==> src/rtl/gcd_stein.sv <==
// gcd_stein: binary (Stein) GCD engine with valid/ready handshakes on both sides.
// Operands are unsigned WIDTH-bit values. A zero operand bypasses the reduction,
// and both-zero raises zero_err alongside the result.
// Optional build macro GCD_CYCLE_COUNT_EN adds a 16-bit 'cycles' output: the
// number of clk cycles from the input handshake to out_valid rising (saturating).
//
// state  | meaning
// -------+-------------------------------------------------------------
// IDLE   | in_ready=1, waiting for an operand pair
// STRIP  | shifting out common factors of two, counting them in k
// REDUCE | one shift or one subtract per cycle until u==v
// FINISH | result <= u << k, raise out_valid
// HOLD   | out_valid=1, result stable until out_ready

module gcd_stein #(
  parameter int WIDTH = 32,
  localparam int KW = $clog2(WIDTH + 1)
) (
  input  logic             clk,
  input  logic             reset_n,
  input  logic             in_valid,
  output logic             in_ready,
  input  logic [WIDTH-1:0] a_in,
  input  logic [WIDTH-1:0] b_in,
  output logic             out_valid,
  input  logic             out_ready,
  output logic [WIDTH-1:0] result,
  output logic             zero_err
`ifdef GCD_CYCLE_COUNT_EN
  ,
  output logic [15:0]      cycles
`endif
);

  generate
    if (WIDTH < 8 || WIDTH > 64) begin : g_bad_width
      $error("gcd_stein: WIDTH must be in 8..64");
    end
  endgenerate

  typedef enum logic [2:0] {
    IDLE   = 3'd0,
    STRIP  = 3'd1,
    REDUCE = 3'd2,
    FINISH = 3'd3,
    HOLD   = 3'd4
  } state_t;

  state_t           state;
  logic [WIDTH-1:0] u;
  logic [WIDTH-1:0] v;
  logic [KW-1:0]    k;

  logic handshake;
  assign handshake = in_valid && in_ready;

  // Control FSM and datapath: operand load, strip, reduce, final shift, output hold.
  always_ff @(posedge clk or negedge reset_n) begin
    if (!reset_n) begin
      state     <= IDLE;
      in_ready  <= 1'b1;
      out_valid <= 1'b0;
      result    <= '0;
      zero_err  <= 1'b0;
      u         <= '0;
      v         <= '0;
      k         <= '0;
    end else begin
      case (state)
        IDLE: begin
          if (handshake) begin
            in_ready <= 1'b0;
            k        <= '0;
            v        <= b_in;
            if (a_in == '0 || b_in == '0) begin
              // a|b is the nonzero operand, or zero when both are zero.
              u        <= a_in | b_in;
              zero_err <= (a_in == '0) && (b_in == '0);
              state    <= FINISH;
            end else begin
              u        <= a_in;
              zero_err <= 1'b0;
              state    <= STRIP;
            end
          end
        end
        STRIP: begin
          if (!u[0] && !v[0]) begin
            u <= u >> 1;
            v <= v >> 1;
            k <= k + 1'b1;
          end else begin
            state <= REDUCE;
          end
        end
        REDUCE: begin
          // At least one of u, v is odd here, so the subtract of the smaller from
          // the larger never underflows and never produces zero.
          if (!u[0]) begin
            u <= u >> 1;
          end else if (!v[0]) begin
            v <= v >> 1;
          end else if (u == v) begin
            state <= FINISH;
          end else if (u > v) begin
            u <= u - v;
          end else begin
            v <= v - u;
          end
        end
        FINISH: begin
          // k only counts factors shared by both nonzero operands, so u<<k fits.
          result    <= u << k;
          out_valid <= 1'b1;
          state     <= HOLD;
        end
        HOLD: begin
          if (out_ready) begin
            out_valid <= 1'b0;
            in_ready  <= 1'b1;
            state     <= IDLE;
          end
        end
        default: begin
          state     <= IDLE;
          in_ready  <= 1'b1;
          out_valid <= 1'b0;
        end
      endcase
    end
  end

`ifdef GCD_CYCLE_COUNT_EN
  // Latency counter: starts at 1 on the handshake edge, counts every busy edge, freezes in HOLD.
  always_ff @(posedge clk or negedge reset_n) begin
    if (!reset_n) begin
      cycles <= '0;
    end else if (state == IDLE) begin
      if (handshake) begin
        cycles <= 16'd1;
      end
    end else if (state == STRIP || state == REDUCE || state == FINISH) begin
      if (cycles != 16'hFFFF) begin
        cycles <= cycles + 16'd1;
      end
    end
  end
`endif

endmodule

==> config.mk <==
export PLATFORM = sky130hd
export DESIGN_NAME = gcd_stein
export DESIGN_NICKNAME = d
export VERILOG_FILES = /design/src/rtl/gcd_stein.sv
export SDC_FILE = /design/constraint.sdc
export NUM_CORES = 1
export LEC_CHECK = 0
export CAP_MARGIN = 20
export CORE_UTILIZATION = 53
export DETAILED_ROUTE_END_ITERATION = 10
export HOLD_SLACK_MARGIN = 0.12
export PLACE_DENSITY_LB_ADDON = 0.15
export SYNTH_ARGS = -nofsm -noshare
export SYNTH_HDL_FRONTEND = slang
export SYNTH_SLANG_ARGS = --single-unit
==> constraint.sdc <==
create_clock -name clk -period 3.42 [get_ports clk]
set_input_delay 0.513 -clock clk [delete_from_list [all_inputs] [get_ports clk]]
set_output_delay 0.513 -clock clk [all_outputs]
set_load 0.02 [all_outputs]
# Word level (Yosys, flattened, before mapping)
# Cells that the tools add are included.
totals:
  latch_bits: 0
  mem_count: 0
  mem_bits_rw: 0
  in_bits: 68
  register_bits: 108
  mem_bits_ro: 0
op_classes:
  reduce_logical: 22
  muxes: 32
  n_addsub: 3
  mul: 0
  n_shift: 1
  n_bitwise: 3
  div: 0
  eq_ne: 17
  magnitude_cmp: 1
op_table:
  columns: ["operator", "n"]
  rows:
  - ["two-way mux 32 bit", 13]
  - ["one-hot mux 32 bit (3 select lines)", 2]
  - ["zero test 32 bit", 2]
  - ["subtractor 32 bit", 2]
  - ["== test 32 bit", 1]
  - ["> comparator 32 bit", 1]
  - ["OR 32 bit", 1]
  - ["left shift 32 x 6 -> 32 bit", 1]
  - ["two-way mux 3 bit", 6]
  - ["AND reduction 6 bit", 3]
  - ["!= test 3 bit (second input constant)", 5]
  - ["one-hot mux 3 bit (5 select lines)", 1]
  - ["!= test 2 bit (second input constant)", 7]
  - ["two-way mux 6 bit", 2]
  - ["one-hot mux 6 bit (2 select lines)", 1]
  - ["AND reduction 3 bit", 3]
  - ["adder 6 x 1 -> 6 bit (second input constant)", 1]
  - ["== test 3 x 2 -> 1 bit (second input constant)", 2]
  - ["one-hot mux 1 bit (3 select lines)", 2]
  - ["OR reduction 3 bit", 2]
  - ["two-way mux 1 bit", 4]
  - ["AND reduction 2 bit", 2]
  - ["AND reduction 4 bit", 1]
  - ["== test 3 x 1 -> 1 bit (second input constant)", 1]
  - ["9 further kinds", 13]

# Logic depth before layout (Yosys ltp)
# Gate-level depths: netlist of run 1.
logic_depth:
  depth_word: 6
  depth_mapped: 16
  depth_no_buf: 13

# Worst setup path after synthesis of run 1
# No wires, ideal clock.
synth_path:
  kind: "register -> register"
  start: "register u[0]"
  end: "register u[19]"
  t_required_ns: 3.299
  setup_ns: 0.121
  setup_slack_ns: 0.032
  synth_period_minus_slack_ns: 3.388
  arrival_ns: 3.267
  stages_incl_launch_ff: 16
  cell_sequence: "dfrtp_1 clkbuf_1 inv_1 ha_1 inv_1 fa_1 a211oi_1 o211ai_1 nand2_1 o21bai_1 a31oi_1 o31ai_2 o31ai_4 clkbuf_1 a21oi_1 a22o_1"
synth_via:
  elab_chain_cells: 6
synth_rtl:
  columns: ["element", "line_no", "rtl"]
  rows:
  - ["start: declaration", "50", "logic [WIDTH-1:0] u;"]
  - ["start signal: assignment", "77", "u <= a_in | b_in;"]
  - ["start signal: assignment", "81", "u <= a_in;"]
  - ["start signal: assignment", "89", "u <= u >> 1;"]
  - ["subtractor 32 bit", "106", "u <= u - v;"]
  - ["two-way mux 32 bit", "105", "end else if (u > v) begin"]
  - ["two-way mux 32 bit", "103", "end else if (u == v) begin"]
  - ["two-way mux 32 bit", "101", "end else if (!v[0]) begin"]
  - ["two-way mux 32 bit", "99", "if (!u[0]) begin"]
  - ["one-hot mux 32 bit (3 select lines)", "69", "case (state)"]
# Parallel ways exist; a longest one is shown, timed or not. The select of a mux whose other input is x is not followed.
# A chain may end at the register's enable or synchronous reset.

# Worst setup path in the final report of run 1
layout_path:
  start: "register v[13]"
  end: "register v[29]"
layout_via:
  elab_chain_cells: 6
layout_rtl:
  columns: ["element", "line_no", "rtl"]
  rows:
  - ["start: declaration", "51", "logic [WIDTH-1:0] v;"]
  - ["start signal: assignment", "74", "v <= b_in;"]
  - ["start signal: assignment", "90", "v <= v >> 1;"]
  - ["start signal: assignment", "102", "v <= v >> 1;"]
  - ["subtractor 32 bit", "108", "v <= v - u;"]
  - ["two-way mux 32 bit", "105", null]
  - ["two-way mux 32 bit", "103", null]
  - ["two-way mux 32 bit", "101", null]
  - ["two-way mux 32 bit", "99", null]
  - ["one-hot mux 32 bit (3 select lines)", "69", null]
# Parallel ways exist; a longest one is shown, timed or not. The select of a mux whose other input is x is not followed.

==> summary.md, run 1 <==
| Metric | Value |
|---|---|
| Worst-path clk slew | 0.09 ns |
| Post-route setup slack | 0.121 ns |
| Leading cell type in the layout, fill and taps excluded | nand2_1 |
| Max Freq | 303 MHz |
| First-pass GRT wire length | 56.6 mm |
| Largest family of logic cells by synthesized area | compound AO/OA/AOI/OAI gates |
| CTS Hold Buffers Added | 0 |
| Clock Latency Late Sink | 0.38 ns |
| Fin. max-slew vios | 0 |
| Net Count, Synth | 1399 |
| Starting Density | 54.4% |
| DIE AREA | 0.0198 mm2 |
| Worst slack at placement | 0.0330 ns |
| Syn Area/Cell | 8.08 um2 |
| Total CTS buffers | 9 |
| Synth Area in Adders | 8.48% |
| Status | finished, final reports clean |
| Worst-path cell chain | ha_1 -> nand4_1 -> or4_4 -> or2_0 -> o2111ai_2 -> a31oi_2 -> buf_4 -> o31ai_4 -> buf_6 -> nor2_1 -> a21oi_1 -> o21ai_1 |
| Post-Synthesis Cells | 1263 |
| Reg2Reg Setup Slack | 0.12 ns |
| Final hold vios | 0 |
| WL per Instance | 22.2 um |
| Post-Synth Simple-Gate Area | 15.0% |
| Final setup fails | 0 |
| Die width | 141 um |
| N_diodes | 0 |
| Crit-path slowest cell | or4_4 |
| WS Path Type | reg2reg |
| Post-placement cell area | 0.0121 mm2 |
| CP delay by family, top | simple AND/OR/NAND/NOR gates |
| CTS tree | built |
| Yosys top cell area share | 26.2% |
| H-tree depth | 3 |
| CTS root buf | clkbuf_16 |
| Drt total wl | 36.5 mm |
| Critical path arrival | 3.56 ns |
| CP bufs+invs | 2 |
| Synth cell types | 74 |
| Main synth FF type | dfrtp_1 |
| Sum of negative setup slack | 0 ns |
| Synth warn | 0 |
| Synth top area cells | dfrtp_1 26%, ha_1 8.1%, a21oi_1 6.5%, nand2_1 5.3%, mux4_2 4.4% |
| Mapped Area | 0.0102 mm2 |
| RSZ-0062 raised after global routing | yes |
| XOR/XNOR share of the synthesized area | 5.32% |
| DRT iter0 DRCs | 1192 |
| Die Span Y | 141 um |
| Worst min-delay path class | in2async |
| Placed wire-length estimate | 28.4 mm |
| Max Clock Skew | 0.0117 ns |
| Layout area overhead | 22.7% |
| Routed vias | 10700 |
| Period utilization | 96.5% |
| Sequential cell area | 0.00271 mm2 |
| Finished Cell Area | 0.0125 mm2 |
| Vias in the first global route | 9958 |
| Largest net degree at the start of global routing | 52 |
| Async S/R FF share, synth | 100% |
| TritonRoute pass-1 iters | 7 |
| Max FO, Critical Path | 20 |
| Placer Congestion | 1.00 |
| Total track usage | 37.4% |
| Core area | 0.0188 mm2 |
| Max-Cap Viols | 0 |
| CP Launch Type | flop |
| Critical path capture point type | flop |
| Initial antenna violation count | 0 |
| Area of the multi-input gates | 0.00685 mm2 |
| Post-DRT Antenna Nets | 0 |
| DR vias/cell | 6.52 |
| Minimum clock period | 3.30 ns |
| Mux share of post-synthesis cell area | 7.58% |
| RR Endpoint | v[29]$_DFFE_PN0P_ |
| Layout Nets | 1541 |
| Layout cells sized above 1 | 14.3% |
| Worst-Margin Slew | 0.970 ns |
| R2r worst-path depth | 12 |
| Max Buffers Root-to-Sink | 2 |
| Yosys reg bits | 108 |
| Post-synthesis compound-gate area fraction | 30.1% |
| Sequential share of the synthesized area | 26.5% |
| CP max stage delay | 0.61 ns |
| Setup crit start | v[13]$_DFFE_PN0P_ |
| Most frequent cells in the layout | 143 x nand2_1, 132 x a21oi_1, 122 x buf_4, 101 x clkdlybuf4s50_1, 101 x dfrtp_1 |
| Post-synth EDFFs | 0 |
| Total grt overflow | 0 |
| # clock sinks | 108 |
| Rel. slew slack | 35.4% |
| # DRC | 0 |
| Worst Path Required | 3.68 ns |
| Layout fillers | 1658 |
| Area leader, netlist | dfrtp_1 |
| Port bufs | 102 |
| FF-to-FF Start | v[13]$_DFFE_PN0P_ |
| I/O pins | 103 |
| Row cnt | 50 |
[final cells by class]
class / instances / area share [%]
multi-input combinational: 975 / 54.7
timing repair buffer: 230 / 16.4
clock buffer: 9 / 1.80
sequential: 108 / 21.7
inverter: 81 / 2.43
clock inverter: 7 / 0.620
tap: 234 / 2.34
[metal layers]
metal  track usage (%)  share of wire [%]  routed length (um)
met4              16.3                3.6                1310
met1              50.7                 42               15300
met3              4.69                8.2                2990
met5                 0                  0                   0
met2              60.1                 46               16900
[worst max-delay path by stage]
stage                   endpoint  cells past startpoint  slack, ns
2_1_floorplan  u[19]$_DFFE_PN0P_                     15       0.03
3_3_place_gp   v[31]$_DFFE_PN0P_                     11       0.06
3_5_place_dp   v[31]$_DFFE_PN0P_                     11       0.03
4_1_cts        u[19]$_DFFE_PN0P_                     14      0.007
5_1_grt         v[6]$_DFFE_PN0P_                     12      -0.03
6_report       v[29]$_DFFE_PN0P_                     12       0.12
[cells in the mapped netlist (10+ instances only)]
library cell / count
a211oi_1: 44
a21o_1: 26
a21oi_1: 133
a221oi_1: 11
a222oi_1: 28
a22o_1: 12
a31oi_1: 10
buf_2: 23
clkbuf_1: 67
dfrtp_1: 107
ha_1: 66
inv_1: 81
mux2i_1: 30
mux4_2: 20
nand2_1: 143
nand2b_1: 14
nand3_1: 19
nand4_1: 14
nor2_1: 62
nor2b_1: 11
nor3_1: 12
nor4_1: 18
o21a_1: 10
o21ai_0: 86
o21ai_1: 23
o31ai_1: 15
xnor2_1: 39
xor2_1: 23
[state kept, by name (all words and copies together) (netlist names)]
name and count:
zero_err 1, k 6, v 32, u 32
result 32, out_valid 1, in_ready 1, state 3
[worst reg2reg max path, stage by stage (launching register included)]
cell       delay, ns
dfrtp_2         0.45
ha_1            0.30
nand4_1         0.16
or4_4           0.61
or2_0           0.23
o2111ai_2       0.25
a31oi_2         0.14
buf_4           0.17
o31ai_4         0.36
buf_6           0.26
nor2_1          0.07
a21oi_1         0.11
o21ai_1         0.07
[logic make-up after synthesis]
kind of cell / Yosys count
flip-flops: 108
buffers and inverters: 180
AO/OA/AOI/OAI: 464
XOR/XNOR: 62
adder cells (fa/ha/maj): 68
multiplexers: 52
AND/OR/NAND/NOR: 329
[per-stage QoR]
step / util, % / std cells / hold slack, ns
floorplan: - / 1263 / 0.217
global placement: 64.4 / 1623 / 0.461
detailed placement: 64.4 / 1623 / 0.471
CTS: 66.0 / 1639 / 0.129
global route: 66.7 / 1644 / 0.154
finish: 66.7 / 1644 / 0.117
[timing repair]
action,4_1_cts,5_1_grt
setup endpoints to repair,0,53
setup buffers,0,5
resized for setup,0,25
Power of run 1 is not shown: default switching activity piles up to over one toggle a cycle in this logic, so the estimate is an artifact.
==> run 2, diff against run 1 <==
Settings changed: SLEW_MARGIN from default to 20.
==> results of run 2 <==
Same layout as run 1: the final DEF is identical, and so are final timing and power.
Power of run 2 is left out for the same reason.
